## src/rtl/dm_arbiter_if.sv

```systemverilog
// Bundle of the CPU, debug and data-memory signals around the data-memory arbiter.
// The slave view belongs to the arbiter; the master view belongs to the requesters and memory.
interface dm_arbiter_if;
   logic        cpu_req;
   logic        cpu_we;
   logic [2:0]  cpu_type;
   logic [31:0] cpu_addr;
   logic [31:0] cpu_wdata;
   logic [31:0] cpu_rdata;
   logic        cpu_stall;
   logic        cpu_err;

   logic        dbg_valid;
   logic        dbg_ready;
   logic        dbg_lock;
   logic        dbg_we;
   logic [2:0]  dbg_type;
   logic [31:0] dbg_addr;
   logic [31:0] dbg_wdata;
   logic [31:0] dbg_rdata;
   logic        dbg_rvalid;
   logic        dbg_err;

   logic        mem_wr;
   logic [2:0]  mem_type;
   logic [31:0] mem_addr;
   logic [31:0] mem_din;
   logic [31:0] mem_dout;

   modport slave (
      input  cpu_req, cpu_we, cpu_type, cpu_addr, cpu_wdata,
      output cpu_rdata, cpu_stall, cpu_err,
      input  dbg_valid, dbg_lock, dbg_we, dbg_type, dbg_addr, dbg_wdata,
      output dbg_ready, dbg_rdata, dbg_rvalid, dbg_err,
      output mem_wr, mem_type, mem_addr, mem_din,
      input  mem_dout
   );

   modport master (
      output cpu_req, cpu_we, cpu_type, cpu_addr, cpu_wdata,
      input  cpu_rdata, cpu_stall, cpu_err,
      output dbg_valid, dbg_lock, dbg_we, dbg_type, dbg_addr, dbg_wdata,
      input  dbg_ready, dbg_rdata, dbg_rvalid, dbg_err,
      input  mem_wr, mem_type, mem_addr, mem_din,
      output mem_dout
   );
endinterface

```

## src/rtl/dm_arbiter.sv

```systemverilog
// Round-robin arbiter between the MEM stage and the debug port for the single-port data memory,
// with bounded debug lock bursts and alignment / range fault rejection.
module dm_arbiter #(
   parameter int DM_BYTES = 1024,
   parameter int MAX_LOCK = 8
) (
   input logic         clk,
   input logic         rst,
   dm_arbiter_if.slave bus
);
   localparam logic [2:0] DM_WORD     = 3'd0;
   localparam logic [2:0] DM_HALF     = 3'd1;
   localparam logic [2:0] DM_HALF_U   = 3'd2;
   localparam logic [2:0] DM_BYTE     = 3'd3;
   localparam logic [2:0] DM_BYTE_U   = 3'd4;
   localparam logic [7:0]  MAX_CNT    = 8'(MAX_LOCK);
   localparam logic [32:0] LAST_BYTE  = 33'(DM_BYTES - 1);

   typedef enum logic [1:0] {ARB, LOCK, FORCE} state_t;
   typedef enum logic {CPU = 1'b0, DBG = 1'b1} side_t;

   state_t      state;
   side_t       rr_ptr;
   logic [7:0]  lock_cnt;
   logic [7:0]  cnt_inc;

   logic        arb_cpu, arb_dbg;
   logic        gnt_cpu, gnt_dbg;
   logic        sel_we;
   logic [2:0]  sel_type;
   logic [31:0] sel_addr, sel_wdata;
   logic [2:0]  size;
   logic        misaligned;
   logic [32:0] end_addr;
   logic        fault;
   logic        dbg_rd_ok;

   assign cnt_inc = (lock_cnt >= MAX_CNT) ? MAX_CNT : lock_cnt + 8'd1;

   // Plain round-robin decision, reused by ARB and by the cycle that leaves LOCK.
   always_comb begin
      arb_cpu = 1'b0;
      arb_dbg = 1'b0;
      if (bus.cpu_req && bus.dbg_valid) begin
         arb_cpu = (rr_ptr == CPU);
         arb_dbg = (rr_ptr == DBG);
      end else begin
         arb_cpu = bus.cpu_req;
         arb_dbg = bus.dbg_valid;
      end
   end

   // NOTE: every signal assigned in an always_comb gets a default first, so no path can infer a latch.
   always_comb begin
      gnt_cpu = 1'b0;
      gnt_dbg = 1'b0;
      if (!rst) begin
         unique case (state)
            LOCK: begin
               if (bus.dbg_lock && bus.dbg_valid) begin
                  gnt_dbg = 1'b1;
               end else begin
                  gnt_cpu = arb_cpu;
                  gnt_dbg = arb_dbg;
               end
            end
            FORCE: begin
               gnt_cpu = bus.cpu_req;
               gnt_dbg = !bus.cpu_req && bus.dbg_valid;
            end
            default: begin
               gnt_cpu = arb_cpu;
               gnt_dbg = arb_dbg;
            end
         endcase
      end
   end

   always_comb begin
      sel_we    = 1'b0;
      sel_type  = 3'd0;
      sel_addr  = 32'd0;
      sel_wdata = 32'd0;
      if (gnt_dbg) begin
         sel_we    = bus.dbg_we;
         sel_type  = bus.dbg_type;
         sel_addr  = bus.dbg_addr;
         sel_wdata = bus.dbg_wdata;
      end else if (gnt_cpu) begin
         sel_we    = bus.cpu_we;
         sel_type  = bus.cpu_type;
         sel_addr  = bus.cpu_addr;
         sel_wdata = bus.cpu_wdata;
      end
   end

   always_comb begin
      size       = 3'd1;
      misaligned = 1'b0;
      unique case (sel_type)
         DM_WORD: begin
            size       = 3'd4;
            misaligned = (sel_addr[1:0] != 2'b00);
         end
         DM_HALF, DM_HALF_U: begin
            size       = 3'd2;
            misaligned = sel_addr[0];
         end
         DM_BYTE, DM_BYTE_U: size = 3'd1;
         default:            size = 3'd1;
      endcase
   end

   // 33-bit sum so an access near 0xFFFFFFFF cannot wrap back into range.
   assign end_addr  = {1'b0, sel_addr} + {30'd0, size} - 33'd1;
   assign fault     = (gnt_cpu || gnt_dbg) && (misaligned || (end_addr > LAST_BYTE));
   assign dbg_rd_ok = gnt_dbg && !sel_we && !fault;

   assign bus.mem_wr    = (gnt_cpu || gnt_dbg) && sel_we && !fault;
   assign bus.mem_type  = sel_type;
   assign bus.mem_addr  = sel_addr;
   assign bus.mem_din   = sel_wdata;
   assign bus.cpu_rdata = bus.mem_dout;
   assign bus.cpu_stall = bus.cpu_req && !gnt_cpu;
   assign bus.cpu_err   = gnt_cpu && fault;
   assign bus.dbg_ready = gnt_dbg;

   // NOTE: sequential state uses non-blocking assignments so every register samples pre-edge values.
   always_ff @(posedge clk) begin
      if (rst) begin
         state          <= ARB;
         rr_ptr         <= CPU;
         lock_cnt       <= 8'd0;
         bus.dbg_rdata  <= 32'd0;
         bus.dbg_rvalid <= 1'b0;
         bus.dbg_err    <= 1'b0;
      end else begin
         bus.dbg_rvalid <= dbg_rd_ok;
         bus.dbg_err    <= gnt_dbg && fault;
         if (dbg_rd_ok) bus.dbg_rdata <= bus.mem_dout;

         unique case (state)
            ARB: begin
               if (arb_cpu) rr_ptr <= DBG;
               if (arb_dbg) rr_ptr <= CPU;
               if (arb_dbg && bus.dbg_lock) begin
                  state    <= LOCK;
                  lock_cnt <= 8'd1;
               end
            end
            LOCK: begin
               if (bus.dbg_lock && bus.dbg_valid) begin
                  lock_cnt <= cnt_inc;
                  if (cnt_inc == MAX_CNT && bus.cpu_req) state <= FORCE;
               end else begin
                  state    <= ARB;
                  rr_ptr   <= CPU;
                  lock_cnt <= 8'd0;
               end
            end
            FORCE: begin
               state    <= ARB;
               rr_ptr   <= DBG;
               lock_cnt <= 8'd0;
            end
            default: state <= ARB;
         endcase
      end
   end
endmodule

```

## src/flat_wrapper.sv

```systemverilog
// flat-port wrapper written by rule: the top's interface ports become plain ports
module dm_arbiter_flat 
#(
   parameter int DM_BYTES = 1024,
   parameter int MAX_LOCK = 8
)
  (clk, rst, bus_cpu_req, bus_cpu_we, bus_cpu_type, bus_cpu_addr, bus_cpu_wdata, bus_cpu_rdata, bus_cpu_stall, bus_cpu_err, bus_dbg_valid, bus_dbg_lock, bus_dbg_we, bus_dbg_type, bus_dbg_addr, bus_dbg_wdata, bus_dbg_ready, bus_dbg_rdata, bus_dbg_rvalid, bus_dbg_err, bus_mem_wr, bus_mem_type, bus_mem_addr, bus_mem_din, bus_mem_dout);
  dm_arbiter_if bus_i ();
  input logic clk;
  input logic rst;
  input wire logic [$bits(bus_i.cpu_req)-1:0] bus_cpu_req;
  input wire logic [$bits(bus_i.cpu_we)-1:0] bus_cpu_we;
  input wire logic [$bits(bus_i.cpu_type)-1:0] bus_cpu_type;
  input wire logic [$bits(bus_i.cpu_addr)-1:0] bus_cpu_addr;
  input wire logic [$bits(bus_i.cpu_wdata)-1:0] bus_cpu_wdata;
  output wire logic [$bits(bus_i.cpu_rdata)-1:0] bus_cpu_rdata;
  output wire logic [$bits(bus_i.cpu_stall)-1:0] bus_cpu_stall;
  output wire logic [$bits(bus_i.cpu_err)-1:0] bus_cpu_err;
  input wire logic [$bits(bus_i.dbg_valid)-1:0] bus_dbg_valid;
  input wire logic [$bits(bus_i.dbg_lock)-1:0] bus_dbg_lock;
  input wire logic [$bits(bus_i.dbg_we)-1:0] bus_dbg_we;
  input wire logic [$bits(bus_i.dbg_type)-1:0] bus_dbg_type;
  input wire logic [$bits(bus_i.dbg_addr)-1:0] bus_dbg_addr;
  input wire logic [$bits(bus_i.dbg_wdata)-1:0] bus_dbg_wdata;
  output wire logic [$bits(bus_i.dbg_ready)-1:0] bus_dbg_ready;
  output wire logic [$bits(bus_i.dbg_rdata)-1:0] bus_dbg_rdata;
  output wire logic [$bits(bus_i.dbg_rvalid)-1:0] bus_dbg_rvalid;
  output wire logic [$bits(bus_i.dbg_err)-1:0] bus_dbg_err;
  output wire logic [$bits(bus_i.mem_wr)-1:0] bus_mem_wr;
  output wire logic [$bits(bus_i.mem_type)-1:0] bus_mem_type;
  output wire logic [$bits(bus_i.mem_addr)-1:0] bus_mem_addr;
  output wire logic [$bits(bus_i.mem_din)-1:0] bus_mem_din;
  input wire logic [$bits(bus_i.mem_dout)-1:0] bus_mem_dout;
  assign bus_i.cpu_req = bus_cpu_req;
  assign bus_i.cpu_we = bus_cpu_we;
  assign bus_i.cpu_type = bus_cpu_type;
  assign bus_i.cpu_addr = bus_cpu_addr;
  assign bus_i.cpu_wdata = bus_cpu_wdata;
  assign bus_cpu_rdata = bus_i.cpu_rdata;
  assign bus_cpu_stall = bus_i.cpu_stall;
  assign bus_cpu_err = bus_i.cpu_err;
  assign bus_i.dbg_valid = bus_dbg_valid;
  assign bus_i.dbg_lock = bus_dbg_lock;
  assign bus_i.dbg_we = bus_dbg_we;
  assign bus_i.dbg_type = bus_dbg_type;
  assign bus_i.dbg_addr = bus_dbg_addr;
  assign bus_i.dbg_wdata = bus_dbg_wdata;
  assign bus_dbg_ready = bus_i.dbg_ready;
  assign bus_dbg_rdata = bus_i.dbg_rdata;
  assign bus_dbg_rvalid = bus_i.dbg_rvalid;
  assign bus_dbg_err = bus_i.dbg_err;
  assign bus_mem_wr = bus_i.mem_wr;
  assign bus_mem_type = bus_i.mem_type;
  assign bus_mem_addr = bus_i.mem_addr;
  assign bus_mem_din = bus_i.mem_din;
  assign bus_i.mem_dout = bus_mem_dout;
  dm_arbiter #(.DM_BYTES(DM_BYTES), .MAX_LOCK(MAX_LOCK)) u_core (.clk(clk), .rst(rst), .bus(bus_i));
endmodule
```

## config.mk

```make
export PLATFORM = sky130hd
export DESIGN_NAME = dm_arbiter_flat
export DESIGN_NICKNAME = d
export VERILOG_FILES = /design/src/rtl/dm_arbiter_if.sv /design/src/rtl/dm_arbiter.sv /design/src/flat_wrapper.sv
export SDC_FILE = /design/constraint.sdc
export NUM_CORES = 1
export LEC_CHECK = 0
export BUFFER_PORTS_ARGS = -buffer_cell sky130_fd_sc_hd__clkbuf_2
export CORE_ASPECT_RATIO = 1.2
export CORE_MARGIN = 8
export CORE_UTILIZATION = 42
export CTS_CLUSTER_DIAMETER = 120
export DETAILED_ROUTE_END_ITERATION = 16
export HOLD_SLACK_MARGIN = 0.02
export PLACE_DENSITY = 0.84
export SYNTH_ARGS = -nofsm -noshare
export SYNTH_HDL_FRONTEND = slang
export SYNTH_SLANG_ARGS = --single-unit
```

## constraint.sdc

```tcl
create_clock -name clk -period 6 [get_ports clk]
set_clock_uncertainty 0.05 [all_clocks]
set_input_delay 0.9 -clock clk [delete_from_list [all_inputs] [get_ports clk]]
set_output_delay 0.9 -clock clk [all_outputs]
set_load 0.01 [all_outputs]
```

==> flow_summary.json <==
{
  "ant_nets": 0,
  "count_of_final_max_slew_check_failures": 0,
  "port-buffer-count": 309,
  "cts_tree": "done",
  "p_per_area_nw_per_um2": 499,
  "finish.net_count": 1320,
  "routabilityCongestion": 0.972,
  "hold_ws_ps": 403,
  "flop2flop_setup_slack_ps": 530,
  "dpl.hpwl_mm": 18.1,
  "post-synth-top-area-fraction_pct": 16.0,
  "drc_errors": 0,
  "io-pin-count": 310,
  "r2r-end": "u_core.bus.dbg_rdata[4]",
  "crit_required_ps": 5050,
  "syn_avg_cell_area_um2": 7.58,
  "postCtsHoldBufs": 0,
  "top_layer": "met5",
  "synthesized_cell_area_um2": 5620,
  "yosysTopAreaCell": "sky130_fd_sc_hd__dfxtp_1",
  "ys_top_cells_by_area": "sky130_fd_sc_hd__dfxtp_1, sky130_fd_sc_hd__ha_1, sky130_fd_sc_hd__nand2b_1",
  "unique_masters_post_synth": 80,
  "async_flop_share_pct": 0,
  "worst-slew-pin-transition_ps": 670,
  "switchingPower_w": 0.00205,
  "initial_utilization_pct": 42.8,
  "cts_htree_levels": 2,
  "routedLengthMet1_mm": 8.98,
  "rows": 46,
  "violations": "negative setup slack",
  "vdd.ir_drop.worst_uv": 357,
  "critical_path_class": "flip-flop to output port",
  "ys_seq_area_share_pct": 16.0,
  "hp-start": "u_core.lock_cnt[3]",
  "worst-endpoint-arrival_ps": 5120,
  "r2r-start": "u_core.state[1]",
  "synth.yosys.warnings": 0,
  "met2_length_mm": 11.1,
  "final.fill_count": 1126,
  "cts.reportedPaths.clkPinSlew_ps": 60,
  "clk_latency_ps": 280,
  "p_comb_share_pct": 84.6,
  "timing.fmax_ghz": 0.165,
  "via_count": 6925,
  "clock_tree.buffer_depth": 2,
  "synth_edf_count": 0,
  "critical_path.startpoint_type": "flip-flop",
  "number_of_antenna_repair_diodes": 0,
  "power_leakage_nw": 4.37,
  "grt_first_pass_wirelength_mm": 33.5,
  "first_pass_iters": 4,
  "cts-buffers-inserted": 5,
  "route.met3.wl_mm": 1.48,
  "layout-area-overhead-vs-synth_pct": 49.8,
  "critical_path.endpoint_type": "output port",
  "grt_remaining_overflow": 0,
  "yosys.cell_count.top_type": "sky130_fd_sc_hd__nand2b_1",
  "dieWidth_um": 122,
  "run_status": "finished with violations",
  "power_switching_share_pct": 48.7,
  "layout_worst_path_cycle_share_pct": 101,
  "worst_setup_path_startpoint": "u_core.state[1]",
  "viasPerCell": 5.43,
  "power.internal_w": 0.00215,
  "finalWorstPathRequiredPeriod_ps": 6070,
  "wl_mm": 22.0,
  "drt_iter0_drcs": 420,
  "postSynthCellCount": 741,
  "report.power.total_w": 0.00420,
  "total_die_area_um2": 17400,
  "clkSinkCount": 45,
  "core_um2": 13100,
  "post_synth_most_frequent_cells": "sky130_fd_sc_hd__nand2b_1, sky130_fd_sc_hd__inv_1, sky130_fd_sc_hd__nand2_1",
  "drive_gt1_share_pct": 46.0,
  "number_of_setup_violations_in_the_final_report": 2,
  "critical_path.max_fanout": 7,
  "grt_antenna_before_repair": 1,
  "synthFlopType": "sky130_fd_sc_hd__dfxtp_1",
  "power_frac_seq_pct": 7.7,
  "ys_seq_elements": 45,
  "timing.hold.worst.class": "flip-flop to flip-flop",
  "grt_pass1_vias": 6761,
  "power.clock.fraction_pct": 7.6,
  "die_height_um": 143,
  "critical_path.endpoint": "bus_cpu_err",
  "routedWlPerCell_um": 17.2,
  "r2r_cells": 28,
  "synth_nets": 955,
  "cts-root-buf": "sky130_fd_sc_hd__clkbuf_16",
  "final_critical_path_setup_slack_ps": -68.1,
  "timing.final.hold_violations": 0,
  "track_usage_pct": 23.5,
  "unrepaired_setup_endpoints_after_global_routing": "yes",
  "max_cap_violations": 0,
  "grt_max_degree": 73,
  "remaining_max_slew_budget_at_the_tightest_pin_pct": 54.2
}
[power groups by stage]
stage                     logic [W]  clock network [W]  registers [W]
after global routing        0.00385           0.000341       0.000327
after detailed placement    0.00312                  0       0.000327
final                       0.00356           0.000321       0.000325
after floorplan             0.00190                  0       0.000327
after CTS                   0.00326           0.000330       0.000321
after global placement      0.00311                  0       0.000326
[worst max-delay path: stages, from the launching register on]
cell and delay (ps):
sky130_fd_sc_hd__dfxtp_2 350, sky130_fd_sc_hd__inv_4 60, sky130_fd_sc_hd__ha_4 270, sky130_fd_sc_hd__nor2b_4 140, sky130_fd_sc_hd__o21ai_2 170, sky130_fd_sc_hd__nand2_2 100, sky130_fd_sc_hd__inv_4 100, sky130_fd_sc_hd__nor2_4 60
sky130_fd_sc_hd__a22o_1 210, sky130_fd_sc_hd__buf_4 140, sky130_fd_sc_hd__xnor2_1 110, sky130_fd_sc_hd__or2_4 270, sky130_fd_sc_hd__ha_4 250, sky130_fd_sc_hd__inv_4 50, sky130_fd_sc_hd__ha_4 130, sky130_fd_sc_hd__inv_2 30
sky130_fd_sc_hd__fa_2 340, sky130_fd_sc_hd__nor2b_4 140, sky130_fd_sc_hd__o31ai_4 90, sky130_fd_sc_hd__a21bo_4 250, sky130_fd_sc_hd__a2111oi_4 330, sky130_fd_sc_hd__o211a_1 220, sky130_fd_sc_hd__o31a_1 150, sky130_fd_sc_hd__o2111ai_2 130
sky130_fd_sc_hd__buf_4 190, sky130_fd_sc_hd__nor4_4 310, sky130_fd_sc_hd__nor2_2 90, sky130_fd_sc_hd__buf_2 150
[cell type report]
cell class / count / area, µm² / share of cell area [%]
multi-input combinational: 567 / 4400 / 52.2
clock buffer: 7 / 143 / 1.69
tap: 168 / 210 / 2.50
sequential: 45 / 903 / 10.7
clock inverter: 1 / 30.0 / 0.357
timing repair buffer: 430 / 2510 / 29.9
inverter: 57 / 221 / 2.63
[sequential cells by signal, indices dropped and copies added (netlist names)]
name / flops
u_core.bus.dbg_err: 1
u_core.lock_cnt: 8
u_core.rr_ptr: 1
u_core.bus.dbg_rvalid: 1
u_core.bus.dbg_rdata: 32
u_core.state: 2
[per-stage QoR]
| stage | util, % | TNS [ps] | cells | instance area [µm²] | worst slack, ps |
|---|---|---|---|---|---|
| after detailed placement | 59.4 | -509 | 1253 | 7790 | -256 |
| after floorplan | - | 0 | 741 | 5630 | 26.9 |
| after global placement | 59.4 | -349 | 1253 | 7790 | -185 |
| final | 64.2 | -129 | 1275 | 8420 | -68.1 |
| after global routing | 64.2 | -622 | 1275 | 8420 | -312 |
| after CTS | 62.1 | -198 | 1268 | 8150 | -139 |
[worst min path at each step]
stage	end	slack, ps	cells past startpoint
6_report	u_core.lock_cnt[3]	400	2
5_1_grt	u_core.lock_cnt[3]	430	2
4_1_cts	u_core.lock_cnt[3]	400	2
3_5_place_dp	u_core.lock_cnt[3]	400	2
3_3_place_gp	u_core.lock_cnt[3]	390	2
2_1_floorplan	u_core.lock_cnt[5]	380	1
[repair_timing]
item	in CTS	in global routing
resized for setup	27	51
pin swaps	20	42
buffers inserted	7	7
endpoints found under the hold margin	0	0
gates cloned	0	0
setup endpoints to repair	2	2
[placed cells by master (no fill, tap or decap), drive strengths merged, types with 11 or more instances in the layout]
master	Yosys	final
inv	57	57
a21oi	41	41
mux2i	36	36
nor2	48	48
clkbuf	19	312
a22oi	35	35
and2	11	11
nor3	19	19
a22o	36	36
buf	53	125
o21ai	25	25
ha	40	40
nand2	51	51
nand2b	68	68
dfxtp	45	45
a211oi	13	13
[routing by layer]
layer  GRT usage [%]  vias up
met5               0        -
met3            3.36       34
met1            28.3     3209
li1                -     3411
met4            6.12        2
met2            42.1      269
[kinds of logic (layout without fill, tap and decap cells)]
family / Yosys count / after routing / share of synthesized area [%]
AND/OR/NAND/NOR: 254 / 254 / 24.1
AO/OA/AOI/OAI: 229 / 229 / 31.5
buffers and inverters: 129 / 495 / 11.6
flip-flops: 45 / 45 / 16.0
adder cells (fa/ha/maj): 41 / 41 / 9.26
multiplexers: 38 / 38 / 6.81
XOR/XNOR: 5 / 5 / 0.779
(Power assumes the default switching activity.)
